File: src/rtl/learn_costs.sv
// rtl/learn_costs.sv - neighbour-cost learning engine for the cluster-routing node
//
// On each en pulse, searches the neighbour table in byte memory for fsourceID.
// A hit rewrites battery/value/cluster of that entry in place; a miss appends a
// new entry seeded with initial_epsilon and bumps the neighbour count. While busy
// this block is the only memory master.
//
// Ports:
//   clock, nrst      clock, asynchronous active-low reset
//   en               start pulse, sampled only when idle
//   fsourceID .. initial_epsilon   frame fields, latched on en
//   address, wr_en, data_out        memory request (registered outputs)
//   data_in          memory read data, valid one cycle after address
//   done             one-cycle completion pulse
module learn_costs #(
  parameter int WORD_WIDTH = 16,
  parameter logic [WORD_WIDTH-1:0] NBR_COUNT_ADDR = 16'h0100,
  parameter logic [WORD_WIDTH-1:0] NBR_TABLE_BASE = 16'h0102,
  parameter int ENTRY_BYTES = 10,
  parameter int MAX_NBRS = 8
) (
  input  logic                  clock,
  input  logic                  nrst,
  input  logic                  en,
  input  logic [WORD_WIDTH-1:0] fsourceID,
  input  logic [WORD_WIDTH-1:0] fbatteryStat,
  input  logic [WORD_WIDTH-1:0] fValue,
  input  logic [WORD_WIDTH-1:0] fclusterID,
  input  logic [WORD_WIDTH-1:0] initial_epsilon,
  output logic [WORD_WIDTH-1:0] address,
  output logic                  wr_en,
  input  logic [WORD_WIDTH-1:0] data_in,
  output logic [WORD_WIDTH-1:0] data_out,
  output logic                  done
);

  localparam logic [WORD_WIDTH-1:0] STRIDE = WORD_WIDTH'(ENTRY_BYTES);
  localparam logic [WORD_WIDTH-1:0] CAP    = WORD_WIDTH'(MAX_NBRS);
  localparam logic [WORD_WIDTH-1:0] TWO    = WORD_WIDTH'(2);
  localparam logic [WORD_WIDTH-1:0] ONE    = WORD_WIDTH'(1);

  typedef enum logic [2:0] {
    IDLE, RD_CNT, WT_CNT, RD_ID, WT_ID, UPDATE, APPEND, DONE
  } state_t;

  state_t                state;
  logic [WORD_WIDTH-1:0] id_q, bat_q, val_q, clu_q, eps_q;
  logic [WORD_WIDTH-1:0] cnt, idx;
  logic [2:0]            wcnt;

  // Address arithmetic is intentionally modulo 2^WORD_WIDTH.
  logic [WORD_WIDTH-1:0] ent_addr, app_addr;
  assign ent_addr = NBR_TABLE_BASE + idx * STRIDE;
  assign app_addr = NBR_TABLE_BASE + cnt * STRIDE;

  always_ff @(posedge clock or negedge nrst) begin
    if (!nrst) begin
      state    <= IDLE;
      address  <= '0;
      wr_en    <= 1'b0;
      data_out <= '0;
      done     <= 1'b0;
      id_q     <= '0;
      bat_q    <= '0;
      val_q    <= '0;
      clu_q    <= '0;
      eps_q    <= '0;
      cnt      <= '0;
      idx      <= '0;
      wcnt     <= '0;
    end else begin
      case (state)
        IDLE: begin
          done  <= 1'b0;
          wr_en <= 1'b0;
          if (en) begin
            id_q    <= fsourceID;
            bat_q   <= fbatteryStat;
            val_q   <= fValue;
            clu_q   <= fclusterID;
            eps_q   <= initial_epsilon;
            address <= NBR_COUNT_ADDR;
            state   <= RD_CNT;
          end
        end
        RD_CNT: state <= WT_CNT;
        WT_CNT: begin
          cnt <= data_in;
          idx <= '0;
          if (data_in == '0) begin
            // Empty table: first append write goes straight out.
            address  <= NBR_TABLE_BASE;
            data_out <= id_q;
            wr_en    <= 1'b1;
            wcnt     <= '0;
            state    <= APPEND;
          end else begin
            address <= NBR_TABLE_BASE;
            state   <= RD_ID;
          end
        end
        RD_ID: state <= WT_ID;
        WT_ID: begin
          if (data_in == id_q) begin
            address  <= ent_addr + TWO;
            data_out <= bat_q;
            wr_en    <= 1'b1;
            wcnt     <= '0;
            state    <= UPDATE;
          end else if (idx + ONE == cnt) begin
            if (cnt >= CAP) begin
              // Table full: drop the new neighbour without touching memory.
              done  <= 1'b1;
              state <= DONE;
            end else begin
              address  <= app_addr;
              data_out <= id_q;
              wr_en    <= 1'b1;
              wcnt     <= '0;
              state    <= APPEND;
            end
          end else begin
            idx     <= idx + ONE;
            address <= ent_addr + STRIDE;
            state   <= RD_ID;
          end
        end
        UPDATE: begin
          wcnt <= wcnt + 3'd1;
          case (wcnt)
            3'd0: begin address <= address + TWO; data_out <= val_q; end
            3'd1: begin address <= address + TWO; data_out <= clu_q; end
            default: begin wr_en <= 1'b0; done <= 1'b1; state <= DONE; end
          endcase
        end
        APPEND: begin
          wcnt <= wcnt + 3'd1;
          case (wcnt)
            3'd0: begin address <= address + TWO; data_out <= bat_q; end
            3'd1: begin address <= address + TWO; data_out <= val_q; end
            3'd2: begin address <= address + TWO; data_out <= clu_q; end
            3'd3: begin address <= address + TWO; data_out <= eps_q; end
            3'd4: begin address <= NBR_COUNT_ADDR; data_out <= cnt + ONE; end
            default: begin wr_en <= 1'b0; done <= 1'b1; state <= DONE; end
          endcase
        end
        DONE: begin
          done  <= 1'b0;
          wr_en <= 1'b0;
          state <= IDLE;
        end
        default: state <= IDLE;
      endcase
    end
  end

endmodule

File: config.mk
export PLATFORM = sky130hd
export DESIGN_NAME = learn_costs
export DESIGN_NICKNAME = d
export VERILOG_FILES = /design/src/rtl/learn_costs.sv
export SDC_FILE = /design/constraint.sdc
export NUM_CORES = 1
export LEC_CHECK = 0
export BUFFER_PORTS_ARGS = -buffer_cell sky130_fd_sc_hd__buf_4
export CORE_MARGIN = 2
export CORE_UTILIZATION = 50
export DETAILED_ROUTE_END_ITERATION = 10
export GPL_TIMING_DRIVEN = 0
export HOLD_SLACK_MARGIN = 0.12
export PLACE_DENSITY = 0.73
export SLEW_MARGIN = 5
export SYNTH_ARGS = -nofsm -noshare
export SYNTH_HDL_FRONTEND = slang
export SYNTH_SLANG_ARGS = --single-unit
File: constraint.sdc
create_clock -name clock -period 3.7 [get_ports clock]
set_input_delay 0.37 -clock clock [delete_from_list [all_inputs] [get_ports clock]]
set_output_delay 0.37 -clock clock [all_outputs]
set_load 0.05 [all_outputs]
==> results.py, run 1 <==
metrics = {
    "outcome": {
        "status": "finished with violations",
        "violations": "setup timing",
    },
    "critical_path": {
        "crit_path_end_kind": "register",
        "crit_required_ps": 4030,
        "crit_fanout": 10,
        "crit_arrival_ps": 4070,
        "critical_path.startpoint_type": "register",
        "cp.buffers_inverters": 1,
        "timing_worst_setup_path_type": "register to register",
        "reg2reg_from": "id_q[9]",
        "crit_family": "simple AND/OR/NAND/NOR gates",
        "cp_common_cell": "nand2_1",
        "worstPathCellList": "xor2_1 -> nor4_1 -> nand4_1 -> nand2_1 -> nand2_1 -> clkbuf_1 -> a221oi_1 -> nand2_1 -> mux2_4",
        "slowest_delay_ps": 570,
        "cpMaxStageDelayCell": "a221oi_1",
        "setup.worst_path.start": "id_q[9]",
    },
    "synthesis": {
        "syn_area_per_cell_um2": 9.04,
        "synth-seq-cells": 151,
        "netlist_area_um2": 11300,
        "synth_seq_area_share": 0.336,
        "ys_types": 80,
        "async_flop_share": 1.00,
        "syn-instance-count": 1246,
        "postSynthNetCount": 1403,
        "synth_edf_count": 0,
        "synth_flop_cell": "dfrtp_1",
        "yosys_warnings": 0,
    },
    "timing": {
        "finalCriticalPeriod_ps": 3730,
        "tightest_slew_ps": 831,
        "skew_ps": 17.5,
        "rsz0062_at_grt": "true",
        "fin_crit_sh": 1.01,
        "fin_ws_ps": -34.1,
        "max_freq_mhz": 268,
        "slew_headroom": 0.440,
        "finalHoldViolCount": 0,
        "setup_viol": 3,
        "hold_slack_ps": 151,
        "drv_slew": 0,
    },
    "placement": {
        "dpl.cell_count": 1659,
        "dpl_worst_slack_ps": -523,
        "hpwl_um": 26100,
        "gp_congestion": 0.947,
        "port_buffers": 131,
    },
    "clock_network": {
        "clockBufferDepth": 2,
        "cts.sinks": 151,
        "worstSkewPairLatency_ps": 450,
        "h-tree-depth": 4,
        "numCtsBuffers": 17,
        "clk_pin_slew_ps": 80,
        "cts_tree": "yes",
        "cts-root-buf": "clkbuf_16",
    },
    "power": {
        "p_leak_nw": 6.12,
        "swShare": 0.474,
        "clkPwrFrac": 0.159,
        "comb_power_share": 0.567,
        "p_sw_mw": 5.38,
        "vdd_drop_max_mv": 0.554,
        "power_density_nw_per_um2": 814,
        "seqPwrFrac": 0.274,
        "internal-power_mw": 5.97,
    },
    "global_route": {
        "grt_pass1_wl_um": 54600,
        "grt_usage": 0.290,
        "grt_pass1_vias": 10241,
        "antenna_found_initial": 0,
        "grt_overflow": 0,
        "grt_max_degree": 84,
    },
    "routing": {
        "ant_nets": 0,
        "drt_iter0_markers": 991,
        "wl_per_cell_um": 20.2,
        "wl_um": 35000,
        "drt-pass1-iter-count": 8,
        "drc": 0,
        "vias": 10667,
        "vias_per_cell": 6.17,
    },
    "floorplan": {
        "fp-row-count": 54,
        "io-pin-count": 133,
        "dieArea_um2": 23700,
        "coreArea_um2": 22000,
        "initial_core_util": 0.513,
        "dieHeight_um": 154,
        "die_w_um": 154,
    },
    "final_layout": {
        "syn_to_final_growth_pct": 23.7,
        "drive_gt1_frac": 0.269,
        "instances_no_fill": 1729,
        "nets": 1593,
        "diodes": 0,
    },
    "min_path": {
        "min-delay-start": "fclusterID[6]",
        "hold_path_class": "input port to register",
    },
    "flow_run": {
        "drv_cap": 0,
    },
}
[layer usage]
layer / up-vias / global-route usage / share of wire
met1: 5202 / 0.410 / 0.44
met2: 465 / 0.463 / 0.47
met5: - / 0 / 0
li1: 4938 / - / -
met4: 0 / 0.0921 / 0.023
met3: 62 / 0.0414 / 0.072
[registers in the layout, indices dropped and copies added, names as in the netlist]
register  count
done          1
state         3
id_q         16
idx          16
cnt          16
wr_en         1
wcnt          3
clu_q        16
address      15
data_out     16
eps_q        16
bat_q        16
val_q        16
[cells in the mapped netlist, types with 23 or more instances]
cell | count | share of area
nor3_1 | 23 | 0.010
inv_1 | 32 | 0.011
a21oi_1 | 67 | 0.030
clkbuf_1 | 58 | 0.019
nand3_1 | 28 | 0.012
dfrtp_1 | 151 | 0.34
xor2_1 | 61 | 0.047
nor2_1 | 67 | 0.022
xnor2_1 | 51 | 0.040
nand2_1 | 145 | 0.048
and3_1 | 23 | 0.013
o21ai_0 | 93 | 0.041
mux2_2 | 88 | 0.088
ha_1 | 56 | 0.062
[layout by cell type, fill, tap and decap left out, types with 9 or more instances in the layout]
| master | n |
|---|---|
| a222oi_1 | 13 |
| o21ai_0 | 90 |
| nand2b_1 | 10 |
| a221oi_1 | 18 |
| clkbuf_1 | 51 |
| mux2_2 | 87 |
| and2_1 | 10 |
| nor2b_1 | 14 |
| nor3_1 | 18 |
| nor4_1 | 14 |
| o31ai_1 | 11 |
| and3_1 | 21 |
| mux2_4 | 11 |
| nor2_1 | 65 |
| nand4_1 | 14 |
| inv_1 | 31 |
| xnor2_1 | 47 |
| mux2i_1 | 12 |
| nand3_1 | 27 |
| dfrtp_1 | 144 |
| clkbuf_16 | 17 |
| o211ai_1 | 13 |
| a21oi_1 | 63 |
| ha_1 | 49 |
| nand2_1 | 144 |
| buf_4 | 172 |
| o22ai_1 | 9 |
| xor2_1 | 58 |
[final timing paths]
path                       slack (ps)  cells past startpoint     endpoint
min in group asynchronous         480                      2  address[13]
max                               -30                      9  data_out[4]
max in group asynchronous        2420                      3      id_q[1]
max reg2reg                       -30                      9  data_out[4]
min reg2reg                       510                      1      idx[15]
min                               150                      2     clu_q[6]
[metrics by stage]
| stage | instance area (um2) | total power [mW] | TNS (ps) | util |
|---|---|---|---|---|
| 2_1_floorplan | 11300 | 7.57 | -10.2 | - |
| 3_3_place_gp | 12600 | 9.17 | -13630 | 0.574 |
| 3_5_place_dp | 12700 | 9.36 | -13790 | 0.576 |
| 4_1_cts | 13600 | 11.2 | -657 | 0.619 |
| 5_1_grt | 13900 | 12.1 | -1070 | 0.634 |
| 6_report | 13900 | 11.3 | -67.7 | 0.634 |
[worst register-to-register path, cell delays in order (launching register included)]
cell	delay [ps]
dfrtp_1	470
xor2_1	190
nor4_1	380
nand4_1	540
nand2_1	480
nand2_1	260
clkbuf_1	330
a221oi_1	570
nand2_1	110
mux2_4	280
[layout make-up]
cell class              count  area (um2)
inverters                  32         120
flip-flops and latches    151        3790
repair buffers            174        1340
plain buffers              72         340
multi-input cells         988        7380
clock inverters            15         194
fillers                  1802        8030
clock buffers              17         425
well taps                 280         350
[logic make-up after synthesis]
group                    after synthesis  synth area share
flip-flops                           151             0.336
other                                  1          0.000333
adder cells (fa/ha/maj)               58            0.0658
buffers and inverters                107            0.0416
multiplexers                         110             0.112
AND/OR/NAND/NOR                      388             0.168
AO/OA/AOI/OAI                        319             0.190
XOR/XNOR                             112            0.0871
[power groups by stage]
stage	clock network [mW]	logic [mW]	registers, mW
6_report	1.80	6.43	3.11
5_1_grt	1.88	7.03	3.18
4_1_cts	1.81	6.34	3.09
3_5_place_dp	0	6.25	3.11
3_3_place_gp	0	6.08	3.09
2_1_floorplan	0	4.26	3.31
[timing repair]
item                                    in CTS  in global routing
pin swaps                                   20                 36
endpoints found under the hold margin       68                  0
setup buffers                               19                 22
endpoints found under the setup margin      46                 43
resized for setup                           36                 47
hold buffers                                 1                  0
No activity file was read; power rests on OpenSTA's default activity.
==> run 2, diff against run 1 <==
==> constraint.sdc (replaced) <==
create_clock -name clock -period 3.7 [get_ports clock]
set_input_delay 0.185 -clock clock [delete_from_list [all_inputs] [get_ports clock]]
set_output_delay 0.185 -clock clock [all_outputs]
set_load 0.05 [all_outputs]
==> run 2 against run 1 <==
  * The run still ends with setup timing left
  * Hold slack improved by 80 ps
  * Register-to-register slack about the same
  * Clock-buffer cell count unchanged
  * Core utilization increased by 4.4 points
  * Non-clock buffer count increased by 96
  * Design area increased by 7.0%
  * Clock skew decreased by 0.99 ps
  * Global-route usage increased by 1.9 points
  * Sequential power about the same
  * Via count increased by 5.1%
  * Critical path type unchanged
  * Largest power group unchanged
==> results.py, run 2 (synthesis gave the netlist of run 1 again) <==
metrics = {
    "timing": {
        "setup_viol": 3,
        "tightest_slew_ps": 835,
        "max_freq_mhz": 267,
        "slew_headroom": 0.438,
        "rsz0062_at_grt": "true",
        "fin_ws_ps": -47.5,
        "fin_crit_sh": 1.01,
        "finalHoldViolCount": 0,
        "drv_slew": 0,
        "fin_setup_tns_ps": -66.2,
        "skew_ps": 16.5,
        "finalCriticalPeriod_ps": 3750,
    },
    "clock_network": {
        "cts_tree": "yes",
        "clk_pin_slew_ps": 70,
        "cts-root-buf": "clkbuf_16",
        "h-tree-depth": 4,
        "clockBufferDepth": 2,
        "numCtsBuffers": 17,
        "worstSkewPairLatency_ps": 450,
        "cts.sinks": 151,
    },
    "routing": {
        "vias_per_cell": 6.14,
        "wl_um": 37400,
        "met1Wirelength_um": 15600,
        "drt_iter0_markers": 1111,
        "route.met2.wl_um": 17900,
        "drc": 0,
        "highest_layer": "met4",
        "vias": 11207,
        "wl_per_cell_um": 20.5,
        "ant_nets": 0,
        "drt-pass1-iter-count": 9,
        "wl_met3_um": 2630,
    },
    "global_route": {
        "antenna_found_initial": 1,
        "grt_pass1_wl_um": 58100,
        "grt_pass1_vias": 10997,
        "grt_usage": 0.310,
        "grt_overflow": 0,
        "grt_max_degree": 84,
    },
    "outcome": {
        "violations": "setup timing",
        "status": "finished with violations",
    },
    "critical_path": {
        "cp.depth": 15,
        "worstPathCellList": "ha_1 -> inv_1 -> fa_2 -> nand3b_1 -> or3_4 -> nor3_4 -> nor2_2 -> xnor2_2 -> buf_4 -> o211ai_1 -> buf_4 -> nor4_4 -> xnor2_1 -> o22ai_1 -> o22ai_1",
        "crit_path_end_kind": "register",
        "cp.buffers_inverters": 3,
        "slowest_delay_ps": 460,
        "reg2regPathDepth": 15,
        "crit_family": "simple AND/OR/NAND/NOR gates",
        "cpMaxStageDelayCell": "fa_2",
        "crit_arrival_ps": 4100,
        "crit_required_ps": 4050,
        "critical_path.startpoint_type": "register",
        "timing_worst_setup_path_type": "register to register",
        "crit_fanout": 7,
    },
    "placement": {
        "hpwl_um": 26100,
        "port_buffers": 131,
        "dpl.cell_count": 1659,
        "gp_congestion": 0.947,
    },
    "min_path": {
        "hold_path_depth": 4,
        "hold_path_class": "input port to register",
    },
    "floorplan": {
        "fp-row-count": 54,
        "coreArea_um2": 22000,
        "dieArea_um2": 23700,
        "initial_core_util": 0.513,
        "die_w_um": 154,
        "io-pin-count": 133,
        "dieHeight_um": 154,
    },
    "final_layout": {
        "layout_common_cells": "buf_4, nand2_1, dfrtp_1",
        "syn_to_final_growth_pct": 32.4,
        "fillerInstances": 1634,
        "final_common_cell": "buf_4",
        "drive_gt1_frac": 0.252,
        "multiInputGateArea_um2": 7390,
        "ff_latch_area_um2": 3790,
        "instances_no_fill": 1826,
        "nets": 1689,
    },
    "power": {
        "power_density_nw_per_um2": 774,
        "power_mw": 11.5,
        "vdd_drop_max_mv": 0.558,
        "p_leak_nw": 6.52,
    },
    "flow_run": {
        "drv_cap": 0,
    },
}
-- run 2: stage by stage --
| stage | area, um2 | worst slack, ps | utilization | hold slack [ps] |
|---|---|---|---|---|
| after floorplan | 11300 | -10.2 | - | -111 |
| after global placement | 12600 | -556 | 0.574 | 411 |
| after detailed placement | 12700 | -523 | 0.576 | 183 |
| after CTS | 14500 | -82.7 | 0.662 | 228 |
| after global routing | 14900 | -241 | 0.679 | 244 |
| final | 14900 | -47.5 | 0.679 | 231 |
-- run 2: routing by layer --
layer  up-vias  GRT usage
met2       563      0.514
met5         -          0
li1       5140          -
met1      5410      0.408
met3        94     0.0505
met4         0      0.117
-- run 2: area by class of cell --
| type | instances | share of cell area |
|---|---|---|
| diodes | 1 | 0.000168 |
| plain buffers | 72 | 0.0228 |
| clock buffers | 17 | 0.0285 |
| clock inverters | 15 | 0.0130 |
| inverters | 32 | 0.00806 |
| multi-input cells | 988 | 0.496 |
| flip-flops and latches | 151 | 0.254 |
| well taps | 280 | 0.0235 |
| repair buffers | 270 | 0.154 |
-- run 2: worst paths after layout --
check | from | end | slack (ps)
max | idx[4] | address[15] | -50
max reg2reg | idx[4] | address[15] | -50
max in group asynchronous | nrst | data_out[4] | 2630
min in group asynchronous | nrst | address[13] | 280
min | en | state[0] | 230
min reg2reg | idx[15] | idx[15] | 510
-- run 2: power breakdown --
| group | total (mW) | internal (mW) | switching (mW) | leakage (nW) |
|---|---|---|---|---|
| combinational | 6.58 | 2.74 | 3.84 | 4.36 |
| clock | 1.83 | 0.925 | 0.903 | 0.300 |
| sequential | 3.13 | 2.38 | 0.755 | 1.87 |
-- run 2: what timing repair did --
action                                 4_1_cts  5_1_grt
endpoints found under the hold margin      164        0
pin swaps                                   20       37
cloned                                       0        0
hold buffers                                97        0
buffers inserted                            19       22
setup endpoints to repair                   46       43
resized for setup                           36       48
-- run 2: worst reg2reg max path, delay by kind of cell, from the launching register on --
kind,cells,cell delay [ps]
simple gates,5,1180
fa+ha+maj,2,800
compound gates,3,470
flops,1,450
buf+inv,3,450
xor+xnor,2,310
==> run 3, diff against run 2 <==
--- a/config.mk
+++ b/config.mk
@@ -9,9 +9,9 @@
 export CORE_MARGIN = 2
 export CORE_UTILIZATION = 50
 export DETAILED_ROUTE_END_ITERATION = 10
-export GPL_TIMING_DRIVEN = 0
 export HOLD_SLACK_MARGIN = 0.12
-export PLACE_DENSITY = 0.73
+export PLACE_DENSITY = 0.7
+export SKIP_CTS_REPAIR_TIMING = 1
 export SLEW_MARGIN = 5
 export SYNTH_ARGS = -nofsm -noshare
 export SYNTH_HDL_FRONTEND = slang
==> constraint.sdc (replaced) <==
create_clock -name clock -period 4.76 [get_ports clock]
set_input_delay 0.238 -clock clock [delete_from_list [all_inputs] [get_ports clock]]
set_output_delay 0.238 -clock clock [all_outputs]
set_load 0.05 [all_outputs]
==> run 3 against run 2 <==
  * The run now ends clean
  * Combinational power is 27% lower
  * Power fell by 23%
  * Core utilization is 4.1 points lower
  * Via count decreased by 4.2%
  * Critical endpoint is now data_out[4]
  * First-iteration DRC count about the same
  * Sequential share of layout area increased by 1.6 points
  * Sequential power down 16%
  * Register-to-register slack better by 400 ps
  * Die area stayed put
  * Sequential cell count is the same
  * Largest power group unchanged
  * Wire length fell by 6.0%
  * Non-clock buffer count shrank 95
==> results.py, run 3 (synthesis gave the netlist of run 1 again) <==
metrics = {
    "routing": {
        "vias": 10735,
        "drt-pass1-iter-count": 6,
        "wl_um": 35100,
        "ant_nets": 0,
        "drt_iter0_markers": 1112,
        "vias_per_cell": 6.20,
        "drc": 0,
        "wl_per_cell_um": 20.3,
    },
    "final_layout": {
        "nets": 1594,
        "final_common_cell": "dfrtp_1",
        "syn_to_final_growth_pct": 24.3,
        "drive_gt1_frac": 0.204,
        "layout_common_cells": "dfrtp_1, buf_4, nand2_1",
    },
    "critical_path": {
        "worstPathCellList": "ha_1 -> and4_1 -> nand3_2 -> xnor2_1 -> or4_4 -> a2111oi_4 -> o2111a_1 -> a21oi_2 -> a21o_4 -> a211o_1 -> mux2_4",
        "timing_worst_setup_path_type": "register to register",
        "cp.buffers_inverters": 0,
        "crit_fanout": 16,
        "crit_path_end_kind": "register",
        "slowest_delay_ps": 590,
        "crit_required_ps": 5090,
        "rrSetupSlack_ps": 360,
        "critical_path.startpoint_type": "register",
        "cpMaxStageDelayCell": "a211o_1",
        "crit_arrival_ps": 4730,
        "crit_family": "compound AO/OA/AOI/OAI gates",
    },
    "timing": {
        "fin_setup_tns_ps": 0,
        "finalHoldViolCount": 0,
        "drv_slew": 0,
        "finalCriticalPeriod_ps": 4400,
        "rsz0062_at_grt": "false",
        "slew_headroom": 0.252,
        "setup_viol": 0,
        "skew_ps": 13.5,
        "fin_crit_sh": 0.925,
        "hold_slack_ps": 284,
        "tightest_slew_ps": 1120,
        "max_freq_mhz": 227,
    },
    "global_route": {
        "grt_pass1_vias": 9641,
        "antenna_found_initial": 1,
        "grt_max_degree": 96,
        "grt_overflow": 0,
        "grt_pass1_wl_um": 52100,
        "grt_usage": 0.277,
    },
    "clock_network": {
        "clk_pin_slew_ps": 70,
        "h-tree-depth": 4,
        "cts.sinks": 151,
        "clockBufferDepth": 2,
        "cts_tree": "yes",
        "worstSkewPairLatency_ps": 450,
        "numCtsBuffers": 17,
        "cts-root-buf": "clkbuf_16",
    },
    "placement": {
        "gp_congestion": 0.947,
        "port_buffers": 131,
        "hpwl_um": 24100,
    },
    "floorplan": {
        "io-pin-count": 133,
        "fp-row-count": 54,
        "coreArea_um2": 22000,
        "dieHeight_um": 154,
        "initial_core_util": 0.513,
        "dieArea_um2": 23700,
        "die_w_um": 154,
    },
    "power": {
        "vdd_drop_max_mv": 0.444,
        "power_density_nw_per_um2": 632,
        "p_leak_nw": 6.12,
    },
    "min_path": {
        "hold_path_class": "input port to register",
    },
    "outcome": {
        "status": "completed",
    },
    "flow_run": {
        "drv_cap": 0,
    },
}
[run 3: cell count changes in the layout (fill, tap and decap cells not counted), sizes merged]
cell,previous run,this run
buf,189,150
bufinv,0,1
clkbuf,73,17
clkinv,8,4
inv,39,42
[run 3: final timing paths]
path / from / end / cells after the start
max in group asynchronous: nrst / id_q[15] / 3
min in group asynchronous: nrst / address[14] / 2
worst min-delay path: en / state[0] / 4
worst max register to register: idx[1] / data_out[4] / 11
worst min register to register: wr_en / wr_en / 2
worst max-delay path: idx[1] / data_out[4] / 11
[run 3: routing by layer]
layer  wire length, um  GRT usage  share of wire  vias up
met4               950     0.0734          0.027        0
met5                 0          0              0        -
met1             15100      0.397           0.43     5170
met2             16500      0.434           0.47      519
met3              2640     0.0490          0.075       83
li1                  -          -              -     4963
[run 3: worst min-delay path: stages]
cell and delay (ps):
buf_4 100, a21oi_1 60, o22a_1 180, a21oi_1 100
[run 3: cell type report]
cell class              count  area (um2)
clock buffers              17         425
well taps                 280         350
fillers                  1749        7960
diodes                      1        2.50
clock inverters            15         193
multi-input cells         988        7030
inverters                  32         120
flip-flops and latches    151        3780
repair buffers            247        2100
[run 3: where the power goes]
group / switching [mW] / total [mW] / internal, mW
Clock: 0.678 / 1.44 / 0.764
Combinational: 2.72 / 4.79 / 2.07
Sequential: 0.776 / 2.62 / 1.84
[run 3: through the flow]
| step | setup WS, ps | util | instance area [um2] | std cells | power (mW) |
|---|---|---|---|---|---|
| 4_1_cts | 404 | 0.593 | 13000 | 1633 | 8.65 |
| 6_report | 355 | 0.638 | 14000 | 1731 | 8.85 |
| 2_1_floorplan | 903 | - | 11300 | 1246 | 5.89 |
| 3_5_place_dp | 436 | 0.565 | 12400 | 1601 | 7.16 |
| 3_3_place_gp | 494 | 0.565 | 12400 | 1601 | 7.07 |
| 5_1_grt | 63.5 | 0.638 | 14000 | 1731 | 9.38 |
